### src/rtl/uart_pkg.sv
// uart_pkg: shared types for the UART receive path.
// Holds the parity mode and receiver state encodings.
package uart_pkg;

    typedef enum logic [1:0] {
        PAR_NONE = 2'd0,
        PAR_ODD  = 2'd1,
        PAR_EVEN = 2'd2
    } parity_e;

    typedef enum logic [2:0] {
        IDLE,
        START,
        DATA,
        PAR,
        STOP
    } rx_state_e;

    function automatic logic maj3(
        input logic a,
        input logic b,
        input logic c
    );
        return (a & b) | (a & c) | (b & c);
    endfunction

endpackage

### src/rtl/delay.sv
// delay: LENGTH-deep register chain, also used as a synchroniser.
// RST_VAL lets the chain reset to the line's idle level.
module delay #(
    parameter int              LENGTH  = 2,
    parameter int              WIDTH   = 1,
    parameter logic [WIDTH-1:0] RST_VAL = '0
) (
    input  logic             clk,
    input  logic             nrst,
    input  logic [WIDTH-1:0] d_i,
    output logic [WIDTH-1:0] q_o
);

    logic [WIDTH-1:0] pipe_q [LENGTH];

    // shift the input through the chain
    always_ff @(posedge clk) begin
        if (!nrst) begin
            for (int i = 0; i < LENGTH; i++) pipe_q[i] <= RST_VAL;
        end else begin
            pipe_q[0] <= d_i;
            for (int i = 1; i < LENGTH; i++) pipe_q[i] <= pipe_q[i-1];
        end
    end

    assign q_o = pipe_q[LENGTH-1];

endmodule

### src/rtl/uart_bit_sampler.sv
// uart_bit_sampler: bit-period counter and sample point generation.
// UART_RX_MAJORITY_EN selects a 2-of-3 vote one cycle after the tick.
module uart_bit_sampler
    import uart_pkg::*;
#(
    parameter int D = 16
) (
    input  logic clk,
    input  logic nrst,
    input  logic run_i,
    input  logic rxd_i,
    output logic bit_strobe_o,
    output logic bit_val_o
);

    localparam int            CW  = $clog2(D);
    localparam logic [CW-1:0] RLD = CW'(D - 1);
    localparam logic [CW-1:0] HLD = CW'(D / 2 - 1);

    logic [CW-1:0] cnt_q, cnt_d;
    logic          tick;

    assign tick = run_i && (cnt_q == '0);

    // count down while a frame is in flight, park at half a bit otherwise
    always_comb begin
        cnt_d = cnt_q;
        if (!run_i) begin
            cnt_d = HLD;
        end else if (cnt_q == '0) begin
            cnt_d = RLD;
        end else begin
            cnt_d = cnt_q - CW'(1);
        end
    end

    // counter register
    always_ff @(posedge clk) begin
        if (!nrst) begin
            cnt_q <= HLD;
        end else begin
            cnt_q <= cnt_d;
        end
    end

`ifdef UART_RX_MAJORITY_EN
    logic s1_q, s0_q, stb_q;

    // capture the samples around the tick; the third is the live line
    always_ff @(posedge clk) begin
        if (!nrst) begin
            s1_q  <= 1'b0;
            s0_q  <= 1'b0;
            stb_q <= 1'b0;
        end else begin
            if (cnt_q == CW'(1)) s1_q <= rxd_i;
            if (tick) s0_q <= rxd_i;
            stb_q <= tick;
        end
    end

    assign bit_strobe_o = stb_q;
    assign bit_val_o    = maj3(s1_q, s0_q, rxd_i);
`else
    assign bit_strobe_o = tick;
    assign bit_val_o    = rxd_i;
`endif

endmodule

### src/rtl/uart_rx_frame.sv
// uart_rx_frame: parametrised UART receiver with valid/ready output.
// Optional macro UART_RX_MAJORITY_EN enables 2-of-3 bit voting.
module uart_rx_frame
    import uart_pkg::*;
#(
    parameter int CLK_HZ    = 200000000,
    parameter int BAUD      = 9600,
    parameter int DATA_BITS = 8,
    parameter int PARITY    = 0,
    parameter int STOP_BITS = 1
) (
    input  logic                 clk,
    input  logic                 nrst,
    input  logic                 rxd,
    output logic [DATA_BITS-1:0] rx_data,
    output logic                 rx_valid,
    input  logic                 rx_ready,
    output logic                 rx_parity_err,
    output logic                 rx_frame_err,
    output logic                 rx_break,
    output logic                 rx_overrun,
    output logic                 rx_busy
);

    localparam int D = CLK_HZ / BAUD;

    if (D < 8) begin : g_bad_baud
        $error("uart_rx_frame: CLK_HZ/BAUD must be at least 8");
    end
    if (DATA_BITS < 5 || DATA_BITS > 9) begin : g_bad_bits
        $error("uart_rx_frame: DATA_BITS must be 5..9");
    end
    if (PARITY < 0 || PARITY > 2) begin : g_bad_par
        $error("uart_rx_frame: PARITY must be 0, 1 or 2");
    end
    if (STOP_BITS < 1 || STOP_BITS > 2) begin : g_bad_stop
        $error("uart_rx_frame: STOP_BITS must be 1 or 2");
    end

    localparam parity_e       PMODE     = parity_e'(PARITY);
    localparam int            BW        = 4;
    localparam logic [BW-1:0] LAST_DATA = BW'(DATA_BITS - 1);
    localparam logic [BW-1:0] LAST_STOP = BW'(STOP_BITS - 1);

    logic rxd_s;
    logic strobe;
    logic bval;
    logic run;

    rx_state_e            state_q, state_d;
    logic                 armed_q, armed_d;
    logic [BW-1:0]        idx_q, idx_d;
    logic [DATA_BITS-1:0] shift_q, shift_d;
    logic                 perr_q, perr_d;
    logic                 ferr_q, ferr_d;
    logic                 one_q, one_d;
    logic                 done;

    logic [DATA_BITS-1:0] data_q;
    logic                 valid_q;
    logic                 pe_q, fe_q, brk_q, ovr_q;

    delay #(
        .LENGTH  (2),
        .WIDTH   (1),
        .RST_VAL (1'b1)
    ) u_sync (
        .clk  (clk),
        .nrst (nrst),
        .d_i  (rxd),
        .q_o  (rxd_s)
    );

    assign run = (state_q != IDLE);

    uart_bit_sampler #(
        .D (D)
    ) u_sampler (
        .clk          (clk),
        .nrst         (nrst),
        .run_i        (run),
        .rxd_i        (rxd_s),
        .bit_strobe_o (strobe),
        .bit_val_o    (bval)
    );

    // frame sequencing: start check, data shift, parity, stop bits
    always_comb begin
        state_d = state_q;
        armed_d = armed_q;
        idx_d   = idx_q;
        shift_d = shift_q;
        perr_d  = perr_q;
        ferr_d  = ferr_q;
        one_d   = one_q;
        done    = 1'b0;
        unique case (state_q)
            IDLE: begin
                if (rxd_s) armed_d = 1'b1;
                if (armed_q && !rxd_s) begin
                    state_d = START;
                    idx_d   = '0;
                    perr_d  = 1'b0;
                    ferr_d  = 1'b0;
                    one_d   = 1'b0;
                end
            end
            START: begin
                if (strobe) begin
                    state_d = bval ? IDLE : DATA;
                end
            end
            DATA: begin
                if (strobe) begin
                    shift_d = {bval, shift_q[DATA_BITS-1:1]};
                    one_d   = one_q | bval;
                    if (idx_q == LAST_DATA) begin
                        idx_d   = '0;
                        state_d = (PMODE != PAR_NONE) ? PAR : STOP;
                    end else begin
                        idx_d = idx_q + BW'(1);
                    end
                end
            end
            PAR: begin
                if (strobe) begin
                    one_d   = one_q | bval;
                    perr_d  = ((^shift_q) ^ bval) != (PMODE == PAR_ODD);
                    state_d = STOP;
                end
            end
            STOP: begin
                if (strobe) begin
                    ferr_d = ferr_q | !bval;
                    one_d  = one_q | bval;
                    if (idx_q == LAST_STOP) begin
                        done    = 1'b1;
                        idx_d   = '0;
                        armed_d = 1'b0;
                        state_d = IDLE;
                    end else begin
                        idx_d = idx_q + BW'(1);
                    end
                end
            end
            default: state_d = IDLE;
        endcase
    end

    // receiver state registers
    always_ff @(posedge clk) begin
        if (!nrst) begin
            state_q <= IDLE;
            armed_q <= 1'b0;
            idx_q   <= '0;
            shift_q <= '0;
            perr_q  <= 1'b0;
            ferr_q  <= 1'b0;
            one_q   <= 1'b0;
        end else begin
            state_q <= state_d;
            armed_q <= armed_d;
            idx_q   <= idx_d;
            shift_q <= shift_d;
            perr_q  <= perr_d;
            ferr_q  <= ferr_d;
            one_q   <= one_d;
        end
    end

    // output holding register with drop-on-full overrun
    always_ff @(posedge clk) begin
        if (!nrst) begin
            data_q  <= '0;
            valid_q <= 1'b0;
            pe_q    <= 1'b0;
            fe_q    <= 1'b0;
            brk_q   <= 1'b0;
            ovr_q   <= 1'b0;
        end else begin
            ovr_q <= 1'b0;
            if (done && (!valid_q || rx_ready)) begin
                data_q  <= shift_q;
                pe_q    <= perr_q;
                fe_q    <= ferr_d;
                brk_q   <= !one_d;
                valid_q <= 1'b1;
            end else if (done) begin
                ovr_q <= 1'b1;
            end else if (valid_q && rx_ready) begin
                valid_q <= 1'b0;
            end
        end
    end

    assign rx_data       = data_q;
    assign rx_valid      = valid_q;
    assign rx_parity_err = pe_q;
    assign rx_frame_err  = fe_q;
    assign rx_break      = brk_q;
    assign rx_overrun    = ovr_q;
    assign rx_busy       = run;

endmodule
### config.mk
export PLATFORM = sky130hd
export DESIGN_NAME = uart_rx_frame
export DESIGN_NICKNAME = d
export VERILOG_FILES = /design/src/rtl/uart_pkg.sv /design/src/rtl/delay.sv /design/src/rtl/uart_bit_sampler.sv /design/src/rtl/uart_rx_frame.sv
export SDC_FILE = /design/constraint.sdc
export NUM_CORES = 1
export LEC_CHECK = 0
export CELL_PAD_IN_SITES_DETAIL_PLACEMENT = 1
export CELL_PAD_IN_SITES_GLOBAL_PLACEMENT = 2
export CORE_AREA = 5 5 87 89
export CTS_CLUSTER_SIZE = 16
export DETAILED_ROUTE_END_ITERATION = 16
export DIE_AREA = 0 0 92 94
export PLACE_DENSITY = 0.74
export SETUP_SLACK_MARGIN = 0.15
export SLEW_MARGIN = 20
export SYNTH_ARGS = -nofsm -noshare
export SYNTH_HDL_FRONTEND = slang
export SYNTH_SLANG_ARGS = --single-unit
### constraint.sdc
create_clock -name clk -period 2.57 [get_ports clk]
set_input_delay 0.771 -clock clk [delete_from_list [all_inputs] [get_ports clk]]
set_output_delay 0.771 -clock clk [all_outputs]
set_load 0.02 [all_outputs]
## Word level (Yosys, flattened, before mapping)

Memory sizes are Yosys's and may differ from the RTL's.
Cells that the tools add are included.

- Register bits: 47
- Latch bits: 0
- RAM bits: 2
- Memory bits (read-only): 0
- Input port bits: 4
- Output and inout bits: 14
- Logic and storage cells: 106
- Memories kept: 1

- $add $sub $neg: 2
- $mul: 0
- Div/mod/pow operators: 0
- Order comparisons: 0
- Equal/unequal tests: 14
- Shift-type cells: 0
- Multiplexer cells: 40
- Bitwise operators: 7
- Reduce and logical (&&, ||, !) cells: 27

Memory list:

| memory | depth | bits a word | rd ports | clocked after Yosys merged registers in | wr ports | RTL line | text |
|---|---|---|---|---|---|---|---|
| u_sync.pipe_q | 2 | 1 | 2 | 0 | 2 | delay.sv:14 | `logic [WIDTH-1:0] pipe_q [LENGTH];` |

Operators with widths:

| kind | number |
|---|---|
| two-way mux 3 bit | 7 |
| two-way mux 1 bit | 20 |
| two-way mux 4 bit | 5 |
| inequality test 2 bit (second input constant) | 8 |
| logical NOT 15 bit | 1 |
| two-way mux 15 bit | 1 |
| one-hot mux 3 bit (5 select lines) | 1 |
| subtractor 15 x 1 -> 15 bit (second input constant) | 1 |
| one-hot mux 4 bit (3 select lines) | 1 |
| one-hot mux 1 bit (2 select lines) | 4 |
| AND reduction 4 bit | 2 |
| XOR reduction 8 bit | 1 |
| AND reduction 7 bit | 1 |
| equality test 3 x 2 -> 1 bit (second input constant) | 2 |
| AND reduction 2 bit | 3 |
| nonzero test 2 bit | 3 |
| nonzero test 3 bit | 2 |
| OR reduction 3 bit | 2 |
| adder 4 x 1 -> 4 bit (second input constant) | 1 |
| equality test 4 x 3 -> 1 bit (second input constant) | 1 |
| logical AND 1 bit | 4 |
| logical NOT 4 bit | 1 |
| OR 1 bit | 4 |
| equality test 3 x 1 -> 1 bit (second input constant) | 1 |
| 10 further kinds | 13 |

## Logic depth before layout (Yosys ltp)

- Word-level depth: 7
- Depth in mapped cells: 8
- Gate-level depth less buffers: 7

## Cells and area by module

From an unflattened synthesis, not the netlist that was laid out.

- Cells, all modules: 268
- Area total of the unflattened synthesis: 2288.4 µm²

Modules (own cells, without submodules):

| module | times used | cells an instance | area each (µm²) | seq. area each (µm²) |
|---|---|---|---|---|
| uart_rx_frame | 1 | 184 | 1512.7 | 640.6 |
| uart_bit_sampler | 1 | 80 | 723.2 | 300.3 |
| delay | 1 | 4 | 52.6 | 40.0 |

## Worst setup path before layout

No wires, ideal clock.

- Kind: register -> register
- From: register u_sampler.cnt_q[8]
- To: register data_q[2], in the netlist rx_data[2]
- Library setup time: 124 ps
- Data arrival time: 2064 ps
- Required time: 2446 ps
- Slack: 382 ps
- Stages on the path, launching flop included: 7
- Buffers on the path: 1
- Period minus slack after synthesis: 2188 ps
- Cells stage by stage: dfxtp_1 -> or4_4 -> or3_4 -> nor4_4 -> buf_6 -> mux2i_1 -> nor2_1

- Word-level cells in the longest chain between the ends: 5

Ends and longest elaborated chain:

| element | RTL line | text |
|---|---|---|
| start, declared | uart_bit_sampler.sv:20 | `logic [CW-1:0] cnt_q, cnt_d;` |
| start signal, assigned | uart_bit_sampler.sv:42 | `cnt_q <= cnt_d;` |
| logical NOT 15 bit | uart_bit_sampler.sv:23 | `assign tick = run_i && (cnt_q == '0);` |
| logical AND 1 bit | uart_bit_sampler.sv:23 |  |
| two-way mux 1 bit | uart_rx_frame.sv:133 | `if (strobe) begin` |
| two-way mux 1 bit | uart_rx_frame.sv:97 | `unique case (state_q)` |
| logical AND 1 bit | uart_rx_frame.sv:182 | `if (done && (!valid_q \|\| rx_ready)) begin` |
| end signal, assigned | uart_rx_frame.sv:183 | `data_q <= shift_q;` |
| end, declared | uart_rx_frame.sv:59 | `logic [DATA_BITS-1:0] data_q;` |

Every way passes these cells.
A chain may end at the register's enable or synchronous reset.

## Final worst setup path

- From: register u_sampler.cnt_q[8]
- To: register fe_q, in the netlist rx_frame_err

- Word-level cells in the longest chain between the ends: 5
- Elaborated cells between the ends (all ways): 7
- Those cells by class: 4 x mux; 3 x reduce/logical

Ends and longest elaborated chain:

| element | RTL line | text |
|---|---|---|
| logical NOT 15 bit (*) | uart_bit_sampler.sv:23 |  |
| logical AND 1 bit (*) | uart_bit_sampler.sv:23 |  |
| two-way mux 1 bit | uart_rx_frame.sv:133 |  |
| two-way mux 1 bit | uart_rx_frame.sv:97 |  |
| logical AND 1 bit | uart_rx_frame.sv:182 |  |
| end signal, assigned | uart_rx_frame.sv:185 | `fe_q <= ferr_d;` |
| end, declared | uart_rx_frame.sv:61 | `logic pe_q, fe_q, brk_q, ovr_q;` |

Every way passes the cells marked *; elsewhere a longest branch is shown, timed or not.

==> metrics.txt <==
Power Dens Cells=493.1 nW/µm²; vias in the first global route=1945; setup TNS=0 ns; largest net degree at the start of global routing=18; Max Fclk=434.1 MHz; Slew @ Worst Pin=0.4188 ns; Async S/R FF share, synth=0%; Placer Congestion=0.7280; register area=980.9 µm²; CTS tree=built; count of buffer and inverter cells on the critical path=0; layout filler cell count=781; core area=6681 µm²; die span in y=94 µm; CTS Sinks=49; Max IR drop VDD=0.2534 mV; share of layout cells above drive strength 1=14.09%; Longest Clk Path Bufs=2; syn_nets=270; status=finished clean; final setup violation count=0; Initial Util=35.11%; family with the most delay on the worst path=simple AND/OR/NAND/NOR gates; clk_skew=0.01579 ns; first-pass GRT wire length=9.701 mm; # diodes=0; pre-CTS setup slack=0.2689 ns; final worst slack=0.2664 ns; Setup Buffers After CTS=0; Worst-Skew Late Latency=0.31 ns; Synth cell types=55; Main synth FF type=dfxtp_1; fin util=42.02%; final hold viol count=0; Area Overhead vs Synth=19.68%; Gate Count Post-Synth=262; CP Capture Type=flip-flop; Critical Path RT=2.81 ns; row cnt=30; CP max FO=8; drt wl/cell=15.38 µm; Initial DRC Count=82; H-Tree Depth=2; CTS buffer count=5; max-cap viol count=0; period utilisation layout=89.64%; I/O pin count=18; Initial DRT Pass Iterations=4; ANT nets after route=0; crit path cell chain=or4_4 > or3_4 > or2_2 > o311a_1 > nor3_1; final count of pins violating max slew=0; vias per cell=5.189; synthesized area=2346 µm²; die width=92 µm; CTS root buf=clkbuf_8; DPL Wire Length=4.214 mm; CP max-delay cell=or4_4; overall routing resource usage=13.99%; final wirelength=5.706 mm; yosys warns=0; number of synthesized flops with an enable pin=0; Hold Path Class=flip-flop to flip-flop; Multi-input gate area=1285 µm²; setup slack, reg-to-reg=0.27 ns; Seq/Total Area, Yosys=41.81%; slew margin rel.=72.08%; Final nets=298; Port Buffers=17; flops & latches, synth=49; static leakage=1.050 nW; DRC=0; CP startpoint kind=flip-flop; Cell Count, Final, Fillers Out=371; RSZ-0062 raised after global routing=no; total congestion overflow=0; Worst path max stage delay=0.57 ns; Die Area=8648 µm²; Avg Inst Size Synth=8.954 µm²; final hold slack=0.4291 ns; CP Class=flip-flop to flip-flop; Via Count=1925; crit path time final=2.304 ns; initial antenna violation count=0; critical path arrival=2.54 ns; # placed instances=363; Reg clk slew, reported paths=0.11 ns
-- flip-flops by register name, indices dropped and copies added, names as in the netlist, named ones only --
| signal | flops |
|---|---|
| u_sampler.cnt_q | 15 |
| armed_q | 1 |
| perr_q | 1 |
| rx_data | 8 |
| rx_overrun | 1 |
| rx_valid | 1 |
| state_q | 3 |
| ferr_q | 1 |
| shift_q | 8 |
| idx_q | 4 |
| u_sync.pipe_q | 2 |
| rx_frame_err | 1 |
| rx_break | 1 |
| rx_parity_err | 1 |
-- stage by stage --
| stage | area (µm²) | power [mW] |
|---|---|---|
| detailed placement | 2678 | 0.8167 |
| global placement | 2678 | 0.8169 |
| finish | 2808 | 1.385 |
| floorplan | 2346 | 0.8004 |
| CTS | 2800 | 1.412 |
| global route | 2808 | 1.440 |
-- synthesized netlist by cell type (all sizes together) (7+ instances only) --
cell | n | area [µm²]
nor4 | 7 | 65.06
nor2 | 38 | 147.6
inv | 8 | 30.03
dfxtp | 49 | 980.9
nand2 | 17 | 63.81
xnor2 | 13 | 113.9
o21ai | 13 | 65.06
nand2b | 7 | 43.79
mux2i | 21 | 210.2
nor3 | 8 | 40.04
a21oi | 9 | 45.04
-- power by group --
group / switching, mW / internal [mW]
Combinational: 0.0202 / 0.0138
Sequential: 0.00281 / 0.762
Clock: 0.289 / 0.297
Total: 0.312 / 1.07
-- path summary, 6_finish.rpt --
kind / start / depth (start not counted) / endpoint
hold reg to reg: u_sync.pipe_q[0][0]$_SDFF_PN1_ / 1 / u_sync.pipe_q[0][1]$_SDFF_PN1_
hold / removal: u_sync.pipe_q[0][0]$_SDFF_PN1_ / 1 / u_sync.pipe_q[0][1]$_SDFF_PN1_
setup / recovery: u_sampler.cnt_q[8]$_SDFF_PN0_ / 5 / rx_frame_err$_SDFFE_PN0P_
setup reg to reg: u_sampler.cnt_q[8]$_SDFF_PN0_ / 5 / rx_frame_err$_SDFFE_PN0P_
-- routing by layer --
| layer | vias to the layer above | routed length (µm) | track usage [%] |
|---|---|---|---|
| met5 | - | 0 | 0 |
| li1 | 978 | - | - |
| met3 | 2 | 124 | 2.644 |
| met1 | 929 | 2825 | 18.39 |
| met2 | 16 | 2712 | 23.30 |
| met4 | 0 | 43 | 4.084 |
-- area by class of cell --
cell class                 instances  area share (%)
inverter                           9           1.203
sequential                        49           34.94
clock inverter                     3           1.738
multi-input combinational        194           45.77
timing repair buffer              31           10.34
tap                               80           3.565
clock buffer                       5           2.451
-- cells by family after synthesis --
logic type               share of synthesized area (%)
AO/OA/AOI/OAI                                    11.20
XOR/XNOR                                         5.227
adder cells (fa/ha/maj)                          2.133
buffers and inverters                            3.840
flip-flops                                       41.81
multiplexers                                     8.960
AND/OR/NAND/NOR                                  26.83
-- worst register-to-register path, delay by kind of cell, from the launching register on --
kind	cells	cell delay (ns)
compound gates	1	0.36
flops	1	0.39
simple gates	4	1.49
-- placed cells by master (no fill, tap or decap), types with 6 or more instances in the layout --
master,synthesis,layout
a21oi_1,9,9
buf_4,0,13
clkdlybuf4s50_1,0,16
dfxtp_1,49,49
inv_1,8,8
mux2i_1,21,21
nand2_1,17,17
nand2b_1,7,7
nand4_1,6,6
nor2_1,36,36
nor3_1,8,7
o21ai_0,13,13
xnor2_1,13,13
-- timing repair --
action	in CTS	in global routing
endpoints found under the setup margin	1	4
resized for setup	1	2
gates cloned	0	0
hold buffers	0	0
Power figures use the tool's default switching activity.
